## config.mk

```make
export PLATFORM = sky130hd
export DESIGN_NAME = uart_tx_engine
export DESIGN_NICKNAME = d
export VERILOG_FILES = /design/src/rtl/uart_pkg.sv /design/src/rtl/uart_bit_timer.sv /design/src/rtl/uart_tx_engine.sv
export SDC_FILE = /design/constraint.sdc
export NUM_CORES = 1
export LEC_CHECK = 0
export ABC_CLOCK_PERIOD_IN_PS = 4400
export CAP_MARGIN = 20
export CORE_ASPECT_RATIO = 1.4
export CORE_UTILIZATION = 55
export CTS_CLUSTER_SIZE = 16
export DETAILED_ROUTE_END_ITERATION = 12
export GPL_TIMING_DRIVEN = 0
export PLACE_DENSITY = 0.85
export SYNTH_ARGS = -nofsm -noshare
export SYNTH_HDL_FRONTEND = slang
export SYNTH_SLANG_ARGS = --single-unit
```

## constraint.sdc

```tcl
create_clock -name clk -period 4.4 [get_ports clk]
set_clock_uncertainty 0.05 [all_clocks]
set_input_delay 0.66 -clock clk [delete_from_list [all_inputs] [get_ports clk]]
set_output_delay 0.66 -clock clk [all_outputs]
set_load 0.01 [all_outputs]
```

## src/rtl/uart_pkg.sv

```systemverilog
// ---------------------------------------------------------------------------
// uart_pkg
// Shared definitions for the UART transmit/receive engines.
//   tx_state_t : transmit FSM state encoding (IDLE, SEND)
//   START_BIT  : line level of the start bit
//   STOP_BIT   : line level of the stop bit (also the idle level)
//   frame_len  : total bits on the wire for a frame, start to stop
// ---------------------------------------------------------------------------
package uart_pkg;

  typedef enum logic {
    ST_IDLE = 1'b0,
    ST_SEND = 1'b1
  } tx_state_t;

  localparam logic START_BIT = 1'b0;
  localparam logic STOP_BIT  = 1'b1;

  // 1 start + 7 or 8 data + optional parity + 1 stop -> 9..11 bits.
  function automatic logic [3:0] frame_len(input logic eight, input logic pen);
    frame_len = 4'd9 + {3'b000, eight} + {3'b000, pen};
  endfunction

endpackage

```

## src/rtl/uart_bit_timer.sv

```systemverilog
// ---------------------------------------------------------------------------
// uart_bit_timer
// Bit-time counter shared by the UART engines. Counts 0..k-1 while enabled,
// where k = max(i_k, 1), and pulses o_bit_done during the final count.
// Ports:
//   clk        system clock, rising edge
//   reset_n    synchronous active-low reset
//   i_clear    restart the count at 0 on the next edge
//   i_en       count enable
//   i_k        clocks per bit (0 is treated as 1)
//   o_bit_done one-cycle pulse on the last clock of a bit
// ---------------------------------------------------------------------------
module uart_bit_timer #(
  parameter int BAUD_W = 20
) (
  input  logic              clk,
  input  logic              reset_n,
  input  logic              i_clear,
  input  logic              i_en,
  input  logic [BAUD_W-1:0] i_k,
  output logic              o_bit_done
);

  logic [BAUD_W-1:0] r_count;
  logic [BAUD_W-1:0] w_last;

  // A zero bit time collapses to one clock per bit.
  assign w_last     = (i_k == '0) ? '0 : i_k - {{(BAUD_W-1){1'b0}}, 1'b1};
  assign o_bit_done = i_en && (r_count == w_last);

  // NOTE: sequential state uses non-blocking assignments so every register
  // samples pre-edge values, independent of block evaluation order.
  always_ff @(posedge clk) begin
    if (!reset_n) begin
      r_count <= '0;
    end else if (i_clear) begin
      r_count <= '0;
    end else if (i_en) begin
      r_count <= o_bit_done ? '0 : r_count + {{(BAUD_W-1){1'b0}}, 1'b1};
    end
  end

endmodule

```

## src/rtl/uart_tx_engine.sv

```systemverilog
// ---------------------------------------------------------------------------
// uart_tx_engine
// Serialises one byte per load strobe as an asynchronous UART frame
// (start, 7/8 data LSB first, optional parity, one stop). Frame options and
// bit time are captured at load; later input changes do not affect a frame
// already in flight.
// Build option: define UART_TX_BREAK_EN to add break_req (hold the line low
// while idle).
// Ports:
//   clk       system clock, rising edge
//   reset_n   synchronous active-low reset
//   load      one-cycle write strobe, accepted only while idle
//   out_port  byte to transmit
//   baud_k    clocks per bit (0 is treated as 1)
//   eight     1 = 8 data bits, 0 = 7 data bits
//   pen       parity enable
//   ohel      parity sense, 0 = even, 1 = odd
//   break_req (UART_TX_BREAK_EN only) force a break while idle
//   tx        registered serial line, idle high
//   txrdy     1 = idle and ready for load
// ---------------------------------------------------------------------------
module uart_tx_engine
  import uart_pkg::*;
#(
  parameter int DATA_W = 8,
  parameter int BAUD_W = 20
) (
  input  logic              clk,
  input  logic              reset_n,
  input  logic              load,
  input  logic [DATA_W-1:0] out_port,
  input  logic [BAUD_W-1:0] baud_k,
  input  logic              eight,
  input  logic              pen,
  input  logic              ohel,
`ifdef UART_TX_BREAK_EN
  input  logic              break_req,
`endif
  output logic              tx,
  output logic              txrdy
);

  // Bits that follow the start bit: up to DATA_W data, parity, stop.
  localparam int FW = DATA_W + 2;

  tx_state_t         r_state, w_state_nxt;
  logic              r_tx, w_tx_nxt;
  logic              r_txrdy, w_txrdy_nxt;
  logic [FW-1:0]     r_shift, w_shift_nxt;
  logic [3:0]        r_bit_cnt, w_bit_cnt_nxt;
  logic [3:0]        r_len, w_len_nxt;
  logic [BAUD_W-1:0] r_k, w_k_nxt;

  logic              w_timer_clr;
  logic              w_timer_en;
  logic              w_bit_done;
  logic              w_break;
  logic              w_parity;
  logic [DATA_W-1:0] w_data_bits;
  logic [FW-1:0]     w_frame;

`ifdef UART_TX_BREAK_EN
  assign w_break = break_req;
`else
  assign w_break = 1'b0;
`endif

  assign tx    = r_tx;
  assign txrdy = r_txrdy;

  // Bit 7 is excluded from parity when only seven bits go out.
  assign w_data_bits = eight ? out_port : {1'b0, out_port[DATA_W-2:0]};
  assign w_parity    = (^w_data_bits) ^ ohel;

  // Frame image after the start bit, LSB first. Unused upper positions are
  // filled with ones, which equals STOP_BIT, so the stop bit lands wherever
  // the data/parity field ends.
  // NOTE: every always_comb output gets a default before any branch, so no
  // path leaves a signal unassigned and no latch is inferred.
  always_comb begin
    w_frame = '1;
    if (eight) begin
      w_frame[DATA_W-1:0] = out_port;
      w_frame[DATA_W]     = pen ? w_parity : STOP_BIT;
    end else begin
      w_frame[DATA_W-2:0] = out_port[DATA_W-2:0];
      w_frame[DATA_W-1]   = pen ? w_parity : STOP_BIT;
    end
  end

  assign w_timer_en = (r_state == ST_SEND);

  uart_bit_timer #(
    .BAUD_W (BAUD_W)
  ) u_bit_timer (
    .clk        (clk),
    .reset_n    (reset_n),
    .i_clear    (w_timer_clr),
    .i_en       (w_timer_en),
    .i_k        (r_k),
    .o_bit_done (w_bit_done)
  );

  always_comb begin
    w_state_nxt   = r_state;
    w_tx_nxt      = r_tx;
    w_txrdy_nxt   = r_txrdy;
    w_shift_nxt   = r_shift;
    w_bit_cnt_nxt = r_bit_cnt;
    w_len_nxt     = r_len;
    w_k_nxt       = r_k;
    w_timer_clr   = 1'b0;

    case (r_state)
      ST_IDLE: begin
        if (w_break) begin
          w_tx_nxt    = START_BIT;
          w_txrdy_nxt = 1'b0;
        end else if (load) begin
          w_state_nxt   = ST_SEND;
          w_shift_nxt   = w_frame;
          w_bit_cnt_nxt = '0;
          w_len_nxt     = frame_len(eight, pen);
          w_k_nxt       = baud_k;
          w_timer_clr   = 1'b1;
          w_tx_nxt      = START_BIT;
          w_txrdy_nxt   = 1'b0;
        end else begin
          w_tx_nxt    = STOP_BIT;
          w_txrdy_nxt = 1'b1;
        end
      end

      ST_SEND: begin
        if (w_bit_done) begin
          if (r_bit_cnt == r_len - 4'd1) begin
            // End of the stop bit: line is already high, just go idle.
            w_state_nxt = ST_IDLE;
            w_tx_nxt    = STOP_BIT;
            w_txrdy_nxt = 1'b1;
          end else begin
            w_tx_nxt      = r_shift[0];
            w_shift_nxt   = {1'b1, r_shift[FW-1:1]};
            w_bit_cnt_nxt = r_bit_cnt + 4'd1;
          end
        end
      end

      default: w_state_nxt = ST_IDLE;
    endcase
  end

  always_ff @(posedge clk) begin
    if (!reset_n) begin
      r_state   <= ST_IDLE;
      r_tx      <= STOP_BIT;
      r_txrdy   <= 1'b1;
      r_shift   <= '1;
      r_bit_cnt <= '0;
      r_len     <= '0;
      r_k       <= '0;
    end else begin
      r_state   <= w_state_nxt;
      r_tx      <= w_tx_nxt;
      r_txrdy   <= w_txrdy_nxt;
      r_shift   <= w_shift_nxt;
      r_bit_cnt <= w_bit_cnt_nxt;
      r_len     <= w_len_nxt;
      r_k       <= w_k_nxt;
    end
  end

endmodule

```

==> reports/metrics.cfg <==
[status]
outcome=finished, final reports clean

[cts]
cts_max_path_buffers=2
post-cts-setup-buffers=0
clock_sinks=59
cts-resized-gates=0
cts_buffers=9
clk_pin_slew_ps=70
insertion_delay_ps=340
tritoncts=done
cts_hold_buf=0
h-tree-depth=3
cts_root_buf=clkbuf_8

[die]
core_area_um2=6525
boundaryPins=36
start_util_pct=56.80
fp-row-count=35
dieArea_um2=7075
die_h_um=99.13
die_w_um=71.38

[synthesis]
ys_seq_area_share_pct=31.87
synthesis.area_um2=3706
synth_top_area_share_pct=31.87
yosys_warnings=0
synth_flop_cell=dfxtp_1
postSynth.asyncResetShare_pct=0
synth_seq_cells=59
syn-num-nets=518
yosysMostFrequentCell=nand2_1
synthTopCellsByArea=dfxtp_1, xnor2_1, nand2_1
synth_edf_count=0
synthCells=479
synth_commonest_cells=nand2_1, dfxtp_1, a21oi_1
yosys.cell_types.count=67
synth.largest_area_cell=dfxtp_1
synth.avg_cell_area_um2=7.737

[critical_path]
crit_chain=clkbuf_1 -> inv_1 -> ha_1 -> nor3b_2 -> nand4_1 -> clkbuf_1 -> nor2_1 -> nor4b_1 -> a211oi_1 -> a311oi_4 -> a31oi_2 -> buf_2 -> nor2_1 -> o32a_1
rrSetupSlack_ps=370
end_kind=register
crit_start=r_k[0]$_SDFFE_PN0P_
path_max_fanout=10
worstSetupPathType=register to register
path_buf_inv=4
max_stage_delay_ps=550
cp-start-kind=register
r2r-start=r_k[0]$_SDFFE_PN0P_
critical_path.slowest_cell=a211oi_1
endpoint=r_shift[8]$_SDFFE_PN1P_
reg2reg_to=r_shift[8]$_SDFFE_PN1P_
crit_cells=14
crit_arrival_ps=4210
critical-path-top-delay-family=compound AO/OA/AOI/OAI gates
worstPathRequired_ps=4580
r2r_cells=14

[detailed_routing]
ant_nets=0
wl_per_cell_um=16.01
num_vias=3661
drc_errors=0
routed_wl_um=9673
first_pass_iters=4
drtIter0Drc=169
via_per_inst=6.061

[timing]
setup_viol=0
rsz0062_at_grt=no
fin_crit_sh_pct=91.60
max_freq_mhz=248.1
slew_violations=0
tightest_slew_ps=655.8
worst_slew_margin_rel_pct=55.87
fin_setup_tns_ps=0
hold_viol_final=0
fin_crit_ps=4031

[global_routing]
grt_use_total_pct=29.07
grt_pass1_wl_um=16020
grt_start_max_net_pins=12
antenna_found_initial=0
grt_pass1_vias=3583
overflow=0

[placed_design]
numPortBuffers=35
dp.cells=588
gp_congestion=0.9572
hpwl_um=7299

[layout]
drive_above_1_share_pct=7.736
syn_to_final_growth_pct=18.47
diodes=0
stdcell_count=604
nFillCells=555
final_nets=564

[power_and_ir_drop]
pwr_density_cell_nw_per_um2=366.5
ir_worst_vdd_uv=303.3
cellLeakagePower_uw=0.001498

[job]
max_cap_violations=0

[hold_path]
hold_path.class=register to register

[metal layers]
layer / GRT usage, % / vias up / wire length (um)
met1: 30.01 / 1711 / 3776
met2: 52.75 / 99 / 5107
li1: - / 1822 / -
met4: 17.54 / 0 / 420
met3: 6.383 / 29 / 369
met5: 0 / - / 0
[cells by family (layout without fill, tap and decap cells)]
family | after synthesis | count (layout) | synth area share [%]
AO/OA/AOI/OAI | 113 | 113 | 20.49
buffers and inverters | 46 | 97 | 4.862
AND/OR/NAND/NOR | 209 | 209 | 29.91
adder cells (fa/ha/maj) | 5 | 5 | 1.688
XOR/XNOR | 45 | 45 | 10.63
multiplexers | 2 | 2 | 0.5402
flip-flops | 59 | 59 | 31.87
[how the worst min path moves through the flow]
stage | startpoint | to | slack [ps] | cells past startpoint
floorplan | r_len[3]$_SDFFE_PN0P_ | r_len[3]$_SDFFE_PN0P_ | 410 | 2
global placement | r_bit_cnt[3]$_SDFFE_PN0P_ | r_bit_cnt[3]$_SDFFE_PN0P_ | 420 | 2
detailed placement | r_bit_cnt[3]$_SDFFE_PN0P_ | r_bit_cnt[3]$_SDFFE_PN0P_ | 430 | 2
CTS | r_bit_cnt[3]$_SDFFE_PN0P_ | r_bit_cnt[3]$_SDFFE_PN0P_ | 440 | 2
global route | r_bit_cnt[3]$_SDFFE_PN0P_ | r_bit_cnt[3]$_SDFFE_PN0P_ | 470 | 2
finish | r_bit_cnt[3]$_SDFFE_PN0P_ | r_bit_cnt[3]$_SDFFE_PN0P_ | 450 | 2
[worst min-delay path, stage by stage, from the launching register on]
cell,delay (ps)
dfxtp_1,330
o31ai_1,70
a21oi_1,50
[metrics by stage]
stage          total power (uW)  setup slack (ps)  area, um^2  hold WS [ps]  utilization [%]
2_1_floorplan             892.4              1293        3706         410.4                -
3_3_place_gp               1002             453.0        4149         420.1            63.59
3_5_place_dp               1008             497.2        4149         435.0            63.59
4_1_cts                    1610             414.5        4390         443.3            67.29
5_1_grt                    1681             10.10        4390         465.3            67.29
6_report                   1609             369.5        4390         446.5            67.29
[cells in the final DEF, fill, tap and decap left out, types with 4 or more instances in the layout]
cell type,n
nand2_1,66
dfxtp_1,59
a21oi_1,46
clkdlybuf4s50_1,35
nor2_1,29
xnor2_1,29
nor3_1,27
clkbuf_1,26
nand3_1,20
xor2_1,16
inv_1,14
nand4_1,13
o21ai_1,13
or3_1,10
o21ai_0,9
clkbuf_8,9
and2_1,8
a2111oi_1,6
o31ai_1,5
nor4_1,5
ha_1,5
a211oi_1,4
[sequential cells by signal, summed over array words and instances, names as in the netlist]
| name | flops |
|---|---|
| txrdy | 1 |
| r_state | 1 |
| u_bit_timer.r_count | 20 |
| r_shift | 9 |
| r_bit_cnt | 4 |
| r_k | 20 |
| tx | 1 |
| r_len | 3 |
[power breakdown]
part / internal, uW / switching, uW
registers: 561 / 25.1
logic: 172 / 248
clock network: 377 / 226
total: 1110 / 499
[layout make-up]
type | count | area [um^2] | area share [%]
buffer | 32 | 127.6 | 2.907
clock buffer | 10 | 127.6 | 2.907
timing repair buffer | 35 | 350.3 | 7.979
sequential | 59 | 1181 | 26.90
clock inverter | 6 | 113.9 | 2.593
multi-input combinational | 374 | 2345 | 53.41
inverter | 14 | 52.55 | 1.197
tap | 74 | 92.59 | 2.109
(Power assumes the default switching activity.)
